<file path="config.mk">
export PLATFORM = sky130hd
export DESIGN_NAME = mdu_seq_ctrl
export DESIGN_NICKNAME = d
export VERILOG_FILES = /design/src/rtl/riscv_defines.sv /design/src/rtl/mdu_iter_dp.sv /design/src/rtl/mdu_seq_ctrl.sv
export SDC_FILE = /design/constraint.sdc
export NUM_CORES = 1
export LEC_CHECK = 0
export ABC_AREA = 1
export CAP_MARGIN = 20
export CORE_ASPECT_RATIO = 0.75
export CORE_MARGIN = 3
export CORE_UTILIZATION = 50
export DETAILED_ROUTE_END_ITERATION = 6
export PLACE_DENSITY = 0.78
export SYNTH_ARGS = -nofsm -noshare
export SYNTH_HDL_FRONTEND = slang
export SYNTH_SLANG_ARGS = --single-unit
</file>
<file path="constraint.sdc">
create_clock -name clk_i -period 7.7 [get_ports clk_i]
set_input_delay 1.54 -clock clk_i [delete_from_list [all_inputs] [get_ports clk_i]]
set_output_delay 1.54 -clock clk_i [all_outputs]
set_load 0.05 [all_outputs]
</file>
<file path="src/rtl/riscv_defines.sv">
// Shared RV32M decode types for the iterative multiply/divide sequencer.
package riscv_defines;

   localparam int unsigned MDU_OP_WIDTH = 3;

   // Encodings follow RV32M funct3 order.
   typedef enum logic [2:0] {
      MUL, MULH, MULHSU, MULHU, DIV, DIVU, REM, REMU
   } mdu_op_e;

   typedef enum logic [1:0] {
      IDLE, CALC, SIGN, DONE
   } mdu_state_e;

endpackage

</file>
<file path="src/rtl/mdu_iter_dp.sv">
// Radix-2 shift-add multiply / restoring divide datapath; the sequencer drives all control.
module mdu_iter_dp #(
   parameter int unsigned WIDTH = 32
) (
   input  logic             clk_i,
   input  logic             rst_i,
   input  logic             load_i,
   input  logic             step_i,
   input  logic             is_div_i,
   input  logic             negate_i,
   input  logic             sel_hi_i,
   input  logic [WIDTH-1:0] a_i,
   input  logic [WIDTH-1:0] b_i,
   output logic [WIDTH-1:0] res_o
);

   logic [2*WIDTH-1:0] acc_q, acc_d;
   logic [WIDTH-1:0]   b_q;
   logic [WIDTH:0]     add_a, add_b;
   logic [WIDTH+1:0]   sum;
   logic               div_ge;
   logic [2*WIDTH-1:0] prod;
   logic [WIDTH-1:0]   half;

   // Divide: subtract via inverted operand plus carry-in; carry out means no borrow.
   always_comb begin
      add_a  = is_div_i ? acc_q[2*WIDTH-1:WIDTH-1] : {1'b0, acc_q[2*WIDTH-1:WIDTH]};
      add_b  = is_div_i ? ~{1'b0, b_q} : {1'b0, b_q};
      sum    = {1'b0, add_a} + {1'b0, add_b} + {{(WIDTH+1){1'b0}}, is_div_i};
      div_ge = sum[WIDTH+1];

      acc_d = acc_q;
      if (load_i) begin
         acc_d = {{WIDTH{1'b0}}, a_i};
      end else if (step_i) begin
         if (is_div_i) begin
            acc_d = {(div_ge ? sum[WIDTH-1:0] : acc_q[2*WIDTH-2:WIDTH-1]),
                     acc_q[WIDTH-2:0], div_ge};
         end else begin
            acc_d = {(acc_q[0] ? sum[WIDTH:0] : {1'b0, acc_q[2*WIDTH-1:WIDTH]}),
                     acc_q[WIDTH-1:1]};
         end
      end
   end

   // Product is negated as a whole; quotient/remainder are negated after selection.
   always_comb begin
      prod = negate_i ? -acc_q : acc_q;
      half = sel_hi_i ? acc_q[2*WIDTH-1:WIDTH] : acc_q[WIDTH-1:0];
      if (is_div_i) begin
         res_o = negate_i ? -half : half;
      end else begin
         res_o = sel_hi_i ? prod[2*WIDTH-1:WIDTH] : prod[WIDTH-1:0];
      end
   end

   always_ff @(posedge clk_i or posedge rst_i) begin
      if (rst_i) begin
         acc_q <= '0;
         b_q   <= '0;
      end else begin
         acc_q <= acc_d;
         if (load_i) begin
            b_q <= b_i;
         end
      end
   end

endmodule

</file>
<file path="src/rtl/mdu_seq_ctrl.sv">
// Multi-cycle RV32M sequencer: FSM, iteration counter, fast-path detection and result register.
module mdu_seq_ctrl
   import riscv_defines::*;
#(
   parameter int unsigned WIDTH = 32
) (
   input  logic                    clk_i,
   input  logic                    rst_i,
   input  logic                    start_i,
   input  logic                    kill_i,
   input  logic [MDU_OP_WIDTH-1:0] operator_i,
   input  logic [WIDTH-1:0]        operand_a_i,
   input  logic [WIDTH-1:0]        operand_b_i,
   output logic [WIDTH-1:0]        result_o,
   output logic                    done_o,
   output logic                    busy_o,
   output logic                    stall_o
);

   localparam int unsigned CNT_W = $clog2(WIDTH);
   localparam logic [WIDTH-1:0] MIN_VAL = {1'b1, {(WIDTH-1){1'b0}}};

   mdu_state_e       state_q, state_d;
   logic [CNT_W-1:0] cnt_q, cnt_d;
   mdu_op_e          op_q, op_d, op_in;
   logic             neg_q, neg_d;
   logic [WIDTH-1:0] result_q, result_d;

   logic             sa, sb, neg_in, fast, load, step, sel_hi;
   logic [WIDTH-1:0] a_mag, b_mag, fast_val, dp_res;

   // Accept-time decode: magnitudes, result sign and the single-cycle special cases.
   always_comb begin
      op_in  = mdu_op_e'(operator_i);
      sa     = (op_in inside {MULH, MULHSU, DIV, REM}) && operand_a_i[WIDTH-1];
      sb     = (op_in inside {MULH, DIV, REM}) && operand_b_i[WIDTH-1];
      a_mag  = sa ? -operand_a_i : operand_a_i;
      b_mag  = sb ? -operand_b_i : operand_b_i;
      neg_in = (op_in == REM) ? sa : (sa ^ sb);
      fast   = 1'b0;
      fast_val = '0;
      if (operator_i[2]) begin
         if (operand_b_i == '0) begin
            fast     = 1'b1;
            fast_val = operator_i[1] ? operand_a_i : '1;
         end else if ((op_in inside {DIV, REM}) && operand_a_i == MIN_VAL &&
                      operand_b_i == '1) begin
            fast     = 1'b1;
            fast_val = operator_i[1] ? '0 : MIN_VAL;
         end
      end
   end

   always_comb begin
      state_d  = state_q;
      cnt_d    = cnt_q;
      op_d     = op_q;
      neg_d    = neg_q;
      result_d = result_q;
      load     = 1'b0;
      step     = 1'b0;
      if (kill_i) begin
         state_d = IDLE;
      end else begin
         case (state_q)
            IDLE: begin
               if (start_i) begin
                  op_d  = op_in;
                  neg_d = neg_in;
                  if (fast) begin
                     result_d = fast_val;
                     state_d  = DONE;
                  end else begin
                     load    = 1'b1;
                     cnt_d   = CNT_W'(WIDTH - 1);
                     state_d = CALC;
                  end
               end
            end
            CALC: begin
               step = 1'b1;
               if (cnt_q == '0) begin
                  state_d = SIGN;
               end else begin
                  cnt_d = cnt_q - 1'b1;
               end
            end
            SIGN: begin
               result_d = dp_res;
               state_d  = DONE;
            end
            default: state_d = IDLE;
         endcase
      end
   end

   assign sel_hi = op_q[2] ? op_q[1] : (op_q != MUL);

   mdu_iter_dp #(.WIDTH(WIDTH)) u_dp (
      .clk_i    (clk_i),
      .rst_i    (rst_i),
      .load_i   (load),
      .step_i   (step),
      .is_div_i (op_q[2]),
      .negate_i (neg_q),
      .sel_hi_i (sel_hi),
      .a_i      (a_mag),
      .b_i      (b_mag),
      .res_o    (dp_res)
   );

   always_ff @(posedge clk_i or posedge rst_i) begin
      if (rst_i) begin
         state_q  <= IDLE;
         cnt_q    <= '0;
         op_q     <= MUL;
         neg_q    <= 1'b0;
         result_q <= '0;
      end else begin
         state_q  <= state_d;
         cnt_q    <= cnt_d;
         op_q     <= op_d;
         neg_q    <= neg_d;
         result_q <= result_d;
      end
   end

   assign result_o = result_q;
   assign done_o   = (state_q == DONE) && !kill_i;
   assign busy_o   = (state_q != IDLE);
   assign stall_o  = start_i && !done_o;

endmodule
</file>
==> results of run 1 <==
==> registers in the layout, summed over array words and instances, names as in the netlist <==
signal and cells:
op_q 3, cnt_q 5, u_dp.b_q 32, state_q 2, u_dp.acc_q 64, result_o 32, neg_q 1
==> kinds of logic after synthesis <==
kind of cell             share of synthesized area [%]
XOR/XNOR                                         6.292
AND/OR/NAND/NOR                                  42.46
flip-flops                                       21.73
adder cells (fa/ha/maj)                          3.486
buffers and inverters                            9.597
AO/OA/AOI/OAI                                    16.44
==> metal layers <==
layer | vias to the layer above | routed length (um) | part of all wire [%] | global-route usage [%]
met5 | - | 126 | 0.19 | 2.730
met3 | 94 | 10380 | 15 | 15.31
met2 | 1194 | 26450 | 39 | 52.39
li1 | 9060 | - | - | -
met1 | 8936 | 29600 | 44 | 59.13
met4 | 2 | 1454 | 2.1 | 8.552
==> layout by cell type, fill, tap and decap left out, drive strengths merged, types with 10 or more instances in the layout <==
master | Yosys | layout
xor2 | 100 | 100
nor2 | 405 | 405
nand3 | 303 | 303
dfrtp | 139 | 139
a31oi | 11 | 11
or2 | 11 | 11
ha | 43 | 43
o22ai | 22 | 22
clkdlybuf4s50 | 0 | 105
nand4 | 53 | 53
inv | 248 | 254
buf | 66 | 14
nor3 | 39 | 39
o211ai | 38 | 38
a21oi | 149 | 149
o21ai | 229 | 229
nor4 | 10 | 10
nand3b | 12 | 12
xnor2 | 15 | 15
nand2 | 748 | 748
clkbuf | 55 | 18
==> through the flow <==
stage                     hold WS (ns)  setup WS (ns)  utilization, %
after floorplan                 0.4489          2.435               -
after global placement          0.4642          2.046           54.48
after detailed placement        0.4651          2.029           54.48
after global routing            0.5224          2.129           56.35
final                           0.4906          2.406           56.35
after CTS                       0.4900          2.489           56.35
==> final cells by class <==
type | instances | area [um^2]
tap | 406 | 508.0
multi-input combinational | 2223 | 10990
fill | 3283 | 13700
inverter | 252 | 958.4
clock buffer | 18 | 429.2
clock inverter | 14 | 160.2
sequential | 139 | 3483
timing repair buffer | 119 | 1156
==> where the power goes <==
part           internal (mW)  switching, mW
Combinational           1.98           5.02
Sequential              1.07          0.446
Clock                  0.485          0.381
Total                   3.53           5.85
==> worst min-delay path by stage <==
| stage | cells after the start | end | slack [ns] | startpoint |
|---|---|---|---|---|
| after floorplan | 2 | cnt_q[0] | 0.45 | cnt_q[0] |
| after global placement | 2 | result_o[1] | 0.46 | result_o[1] |
| after detailed placement | 2 | result_o[9] | 0.47 | result_o[9] |
| after CTS | 2 | result_o[1] | 0.49 | result_o[1] |
| after global routing | 2 | cnt_q[4] | 0.52 | cnt_q[4] |
| final | 2 | cnt_q[4] | 0.49 | cnt_q[4] |
==> tightest hold or removal path, cell delays in order, from the launching register on <==
cell,delay (ns)
dfrtp_1,0.34
nand2_1,0.05
o21ai_0,0.06
==> summary.md, run 1 <==
| Metric | Value |
|---|---|
| Inst Count DP | 3,139 |
| Min cycle time layout | 5.294 ns |
| Placed cell area | 17,100 um^2 |
| Post-CTS Setup Repair Bufs | 0 |
| CP cell instances | clkdlybuf4s50_1 > inv_1 > ha_1 > nand2_1 > nor3_2 > nand3_1 > nor3_1 > nand2_1 > nand2_1 > nand2_1 > nand2_4 > nand2_4 > inv_2 > nand2_1 > nand2_1 > inv_1 |
| Die X-Extent | 212.6 um |
| Power Density | 530.4 nW/um^2 |
| Slew HR | 30.97% |
| Worst Reg-to-Reg Cells | 17 |
| Total track usage | 39.35% |
| Overflow after GRT | 0 |
| H-tree levels | 4 |
| Cell depth of the worst setup path | 16 |
| Antenna violations before repair | 0 |
| Initial Utilization | 51.00% |
| Final non-filler cell total | 3,171 |
| Post-Synthesis Cells | 2,735 |
| IO Port Bufs | 105 |
| Core ar. | 31,390 um^2 |
| Async SR Flop Fraction | 100.0% |
| Register bit total from synthesis | 139 |
| CP endpoint kind | flip-flop |
| Largest net degree at the start of global routing | 102 |
| Top FF cell, synth | dfrtp_1 |
| FMAX | 188.9 MHz |
| Crit path max fanout | 90 |
| Final Skew | 0.01181 ns |
| Outcome | finished, violations left |
| 1st-pass router iterations | 7 |
| Final wirelength | 68.01 mm |
| Final Slew Violations | 0 |
| Yosys warning count | 0 |
| Crit path max-delay family | simple AND/OR/NAND/NOR gates |
| Cts hold-fix bufs | 0 |
| Final Hold Viols | 0 |
| Die height | 161.0 um |
| Total power draw | 9.382 mW |
| Setup violators final | 0 |
| WS Path Type | primary input to flip-flop |
| Maximum VDD drop | 0.0002535 V |
| Via Count | 19,290 |
| Synth top cells by count | 734 x nand2_1, 394 x nor2_1, 300 x nand3_1 |
| Seq/Total Area, Yosys | 21.73% |
| First-pass GRT wire length | 102.9 mm |
| Clock buffer depth | 2 |
| Critical Path End | u_dp.acc_q[28] |
| Diode count | 0 |
| Final Cycle Share | 68.75% |
| Worst path buffer plus inverter count | 4 |
| WL/cell | 21.45 um |
| Total CTS buffers | 17 |
| Slew @ Worst Pin | 1.032 ns |
| Clk_lat worst skew | 0.46 ns |
| Max cap viols | 0 |
| IO Count | 106 |
| Distinct cell type count after synthesis | 56 |
| Final Cell Area | 17,690 um^2 |
| Syn Nets | 2,850 |
| Worst EP arrival | 5.65 ns |
| R2r startpoint | op_q[2] |
| Total Nets Final | 2,867 |
| # DRC | 4 |
| Worst R2R End | u_dp.acc_q[59] |
| Synth area leaders | dfrtp_1 22%, nand2_1 17%, nand3_1 9.4% |
| DRT antenna net count | 0 |
| Final RePlAce weighted congestion | 1.084 |
| Crit. Startpoint | operand_a_i[0] |
| Area leader, netlist | dfrtp_1 |
| Slowest-stage cell, CP | nand2_4 |
| Min-Delay Path Class | flip-flop to flip-flop |
| Root Driver | clkbuf_16 |
| Most common cell on crit path | nand2_1 |
| Clock transition at path regs | 0.07 ns |
| Unrepaired setup endpoints after global routing | no |
| Vias in the first global route | 17,160 |
| Syn Area/Cell | 5.853 um^2 |
| Crit start category | primary input |
| Avg Vias per Cell | 6.082 |
| Die Area | 34,220 um^2 |
| Yosys top cell area share | 21.73% |
| Count leader, synth | nand2_1 |
| Reg2reg setup slack | 2.81 ns |
| Pleak | 8.298 nW |
| Post-Syn Area | 16,010 um^2 |
| Layout cells sized above 1 | 4.123% |
| Synth-to-layout area growth | 10.50% |
| Failing checks | DRC |
| CTS tree | built |
| Placed wire-length estimate | 53.59 mm |
| CTS-repair resized insts | 0 |
| Critical Path RT | 8.06 ns |
| Slowest stage delay, CP | 0.66 ns |
| Initial DRC count | 3,243 |
| Setup_tns | 0 ns |
| CTS Sinks | 139 |
| Post-synth EDFFs | 0 |
| Placement Rows | 56 |
Power figures use the tool's default switching activity.
==> run 2, diff against run 1 <==
Settings changed: PLACE_DENSITY 0.78 to 0.81.
Clock period 7.7 ns to 4.3 ns, I/O delays scaled along.
==> run 2 against run 1 <==
The run still ends with DRC left; critical path type is now flip-flop to flip-flop; highest routed layer is now met4; wire length is 1.1% higher; sequential share of layout area is 0.34 points lower; final area is 1.7% higher.
==> summary.md, run 2 (synthesis results as in run 1) <==
| Metric | Value |
|---|---|
| Final RePlAce weighted congestion | 1.108 |
| Most flop-heavy register | u_dp.acc_q |
| CTS-repair resized insts | 0 |
| Met2 WL | 26.88 mm |
| Unrepaired setup endpoints after global routing | no |
| Slew @ Worst Pin | 1.074 ns |
| Total CTS buffers | 17 |
| Slew HR | 28.35% |
| Fillcell total | 3,276 |
| # DRC | 12 |
| Most frequent cells in the layout | 734 x nand2_1, 394 x nor2_1, 300 x nand3_1 |
| Avg Vias per Cell | 6.143 |
| IO Port Bufs | 105 |
| Via Count | 19,700 |
| Total power draw | 17.11 mW |
| Initial Utilization | 51.00% |
| First-pass GRT wire length | 102.8 mm |
| Min-Delay Path Class | flip-flop to flip-flop |
| Critical Path RT | 4.70 ns |
| Hold slack | 0.4830 ns |
| Post-CTS Setup Repair Bufs | 0 |
| CTS Sinks | 139 |
| Clk_lat worst skew | 0.46 ns |
| Initial DRC count | 3,334 |
| Total Nets Final | 2,903 |
| Placed wire-length estimate | 54.53 mm |
| Maximum VDD drop | 0.0005520 V |
| Die Area | 34,220 um^2 |
| Antenna violations before repair | 0 |
| Final Cycle Share | 88.54% |
| Worst EP arrival | 4.21 ns |
| Pleak | 8.472 nW |
| Die height | 161.0 um |
| IO Count | 106 |
| Vias in the first global route | 17,310 |
| Placement Rows | 56 |
| DRT antenna net count | 0 |
| Crit path max fanout | 35 |
| Outcome | finished, violations left |
| Reg2reg setup slack | 0.49 ns |
| WS Path Type | flip-flop to flip-flop |
| Synth-to-layout area growth | 12.42% |
| Failing checks | DRC |
| WL/cell | 21.44 um |
| Final wirelength | 68.77 mm |
| Core ar. | 31,390 um^2 |
| Die X-Extent | 212.6 um |
| Root Driver | clkbuf_16 |
| Placed cell area | 17,410 um^2 |
| Setup WS pre-CTS | 0.2318 ns |
| Top Layer Used | met4 |
| Final Slew Violations | 0 |
| Final Hold Viols | 0 |
| Crit start category | flip-flop |
| Diode count | 0 |
| Min cycle time layout | 3.807 ns |
| Clock buffer depth | 2 |
| CP endpoint kind | flip-flop |
| Setup_tns | 0 ns |
| Cts hold-fix bufs | 0 |
| Met3 WL | 9.960 mm |
| Setup ws final | 0.4927 ns |
| 1st-pass router iterations | 7 |
| Overflow after GRT | 0 |
| Total track usage | 39.38% |
| CTS tree | built |
| Final Cell Area | 18,000 um^2 |
| Setup violators final | 0 |
| Layout cells sized above 1 | 5.391% |
| Final Skew | 0.01406 ns |
| Number of flip-flops in the largest register | 64 |
| Clock transition at path regs | 0.07 ns |
| Power Density | 950.5 nW/um^2 |
| FMAX | 262.7 MHz |
| Max cap viols | 0 |
| Largest net degree at the start of global routing | 77 |
| H-tree levels | 4 |
| Routed met1 length | 30.40 mm |
| Most common cell after layout, fill and taps aside | nand2_1 |
## run 2: final timing paths
check	startpoint	endpoint	cells after the start
hold reg to reg	cnt_q[0]	cnt_q[0]	2
max in group asynchronous	rst_i	result_o[17]	3
hold / removal	cnt_q[0]	cnt_q[0]	2
setup reg to reg	op_q[2]	u_dp.acc_q[62]	16
setup / recovery	op_q[2]	u_dp.acc_q[62]	16
min in group asynchronous	rst_i	u_dp.b_q[22]	2
## run 2: metal layers
layer | track usage [%] | vias to the layer above
li1 | - | 9124
met1 | 60.87 | 9156
met2 | 52.70 | 1293
met3 | 12.87 | 128
met4 | 8.099 | 0
met5 | 0 | -
## run 2: worst max-delay path: stages, from the launching register on
cell	delay [ns]
dfrtp_4	0.73
buf_12	0.23
xor2_1	0.48
ha_1	0.38
nand2_1	0.12
inv_1	0.05
a21boi_0	0.35
o21a_1	0.24
nor2_1	0.05
nor2_1	0.13
nand3_1	0.13
inv_1	0.25
buf_4	0.23
nand2_1	0.07
nand3_1	0.11
nand3_1	0.08
nand2_1	0.08
## run 2: layout make-up
class,instances,area (um^2),area share (%)
Clock inverter,12,123.9,0.6883
Tap cell,406,508.0,2.823
Sequential cell,139,3483,19.35
Multi-Input combinational cell,2223,10990,61.09
Timing Repair Buffer,155,1464,8.134
Inverter,252,957.2,5.318
Clock buffer,20,466.7,2.593
## run 2: through the flow
stage          instances  util [%]
2_1_floorplan       2735         -
4_1_cts             3207     57.33
3_3_place_gp        3175     55.45
3_5_place_dp        3175     55.45
5_1_grt             3207     57.33
6_report            3207     57.33
## run 2: power by group
part / total (mW) / leakage, nW / switching, mW / internal [mW]
registers: 2.73 / 1.69 / 0.815 / 1.91
logic: 12.8 / 6.51 / 9.12 / 3.72
clock network: 1.54 / 0.279 / 0.685 / 0.856
total: 17.1 / 8.47 / 10.6 / 6.49
==> variant (flow settings as in run 2) <==
`WIDTH` is set to 32 in 2 places; all go to 16.
--- a/src/rtl/mdu_iter_dp.sv
+++ b/src/rtl/mdu_iter_dp.sv
@@ -1,6 +1,6 @@
 // Radix-2 shift-add multiply / restoring divide datapath; the sequencer drives all control.
 module mdu_iter_dp #(
-   parameter int unsigned WIDTH = 32
+   parameter int unsigned WIDTH = 16
 ) (
    input  logic             clk_i,
    input  logic             rst_i,
--- a/src/rtl/mdu_seq_ctrl.sv
+++ b/src/rtl/mdu_seq_ctrl.sv
@@ -2,7 +2,7 @@
 module mdu_seq_ctrl
    import riscv_defines::*;
 #(
-   parameter int unsigned WIDTH = 32
+   parameter int unsigned WIDTH = 16
 ) (
    input  logic                    clk_i,
    input  logic                    rst_i,
Interface: changed (resized operand_a_i, operand_b_i and result_o); port bits go from 106 to 58. The function was not compared with the original's and may differ.
==> variant against run 2 <==
Final area is 51% lower. Synthesized cell count is 51% lower. Global-route usage is 8.7 points lower. Clock skew is 0.0081 ns lower. Area after synthesis is 51% lower. Worst setup slack better by 0.28 ns. Critical path depth is 2 lower. Sequential share of layout area is 1.6 points higher. Wire length is 62% lower. Combinational power is 57% lower. Sequential cell count is 65 lower. Utilization is 0.36 points higher. Count of clock-buffer cells in the layout is 11 lower. Power is 55% lower. Critical endpoint is now u_dp.acc_q[30]. Largest power group unchanged.
==> variant: results (changes against run 2) <==
Outcome: complete, no violations
Final Skew: 0.005984 ns (-0.008080 ns)
Synth top area cells: dfrtp_1, nand2_1, nand3_1
Distinct cell type count after synthesis: 45 (-20%)
First-pass GRT wire length: 41.97 mm (-59%)
Total nets after synthesis: 1397 (-51%)
Crit path launch type: flop
GR Util met2: 0.4405 (-0.08641)
Largest net degree at the start of global routing: 68 (-12%)
Critical path arrival: 3.77 ns (-0.44 ns)
Leak pwr: 4.439 nW (-48%)
Hold Path Sink: result_o[2]
CP max FO: 67 (+91%)
Drt initial violations: 1248 (-63%)
Max VDD drop: 0.0003180 V (-42%)
FF-to-FF path depth: 14 (-2)
Worst hold margin: 0.4758 ns (-0.007204 ns)
First drt pass iteration count: 6 (-1)
Max FFs per register: 32 (-50%)
Commonest cells in the netlist: nand2_1, nor2_1, nand3_1
Post-synthesis sequential area ratio: 0.2344 (+0.01709)
FF-to-FF setup slack: 0.78 ns (+0.28 ns)
Worst skew pair latency: 0.35 ns (-0.11 ns)
HPWL Detailed: 20.35 mm (-63%)
Vias in the first global route: 8133 (-53%)
Switching part of the total: 0.5833 (-0.03751)
GRT Util Overall: 0.3064 (-0.08738)
Met3 usage: 0.08708 (-0.04161)
RePlAce Congestion: 1.006 (-9.2%)
H-tree depth: 3 (-1)
CP Capture Point: u_dp.acc_q[30]
Final WL: 26.31 mm (-62%)
Number of I/O port buffers: 57 (-46%)
Met1 Use GR: 0.4533 (-0.1553)
Hold path startpoint: result_o[2]
Critical Path Max Stage Delay: 0.87 ns (+0.14 ns)
[variant: per-layer routing]
layer	up-vias	wire (um)
met5	-	0
met3	49	3424
li1	4429	-
met4	0	502
met2	556	10720
met1	4119	11660
[variant: through the flow]
step	area, sq um	util	std cells	setup WS, ns
floorplan	7901	-	1331	1.449
global placement	8562	0.5570	1551	0.9469
detailed placement	8562	0.5570	1551	0.8882
CTS	8869	0.5770	1567	0.9085
global route	8869	0.5770	1567	0.4589
finish	8869	0.5770	1567	0.7754
[variant: power by group through the flow]
stage	Combinational, mW	Sequential, mW	Clock (mW)
after CTS	5.31	1.46	0.810
after global placement	5.20	1.46	0
final	5.44	1.48	0.804
after global routing	6.06	1.52	0.839
after floorplan	3.85	1.52	0
after detailed placement	5.28	1.47	0
[variant: worst max-delay path: cells and delay by family (launching register included)]
| family | cells | cell delay [ns] |
|---|---|---|
| buf+inv | 2 | 0.36 |
| compound gates | 1 | 0.10 |
| simple gates | 9 | 1.41 |
| xor+xnor | 1 | 0.26 |
| fa+ha+maj | 1 | 0.42 |
| flops | 1 | 0.87 |
[variant: final cells by class]
class | instances | area share
well taps | 205 | 0.02892
clock inverters | 7 | 0.009170
flip-flops and latches | 74 | 0.2092
clock buffers | 9 | 0.02540
repair buffers | 70 | 0.07534
multi-input cells | 1079 | 0.5990
inverters | 123 | 0.05291
[variant: logic make-up after synthesis]
logic type / synth area share
xor+xnor: 0.05875
flops: 0.2344
fa+ha+maj: 0.04371
compound gates: 0.1590
simple gates: 0.4109
buf+inv: 0.09327
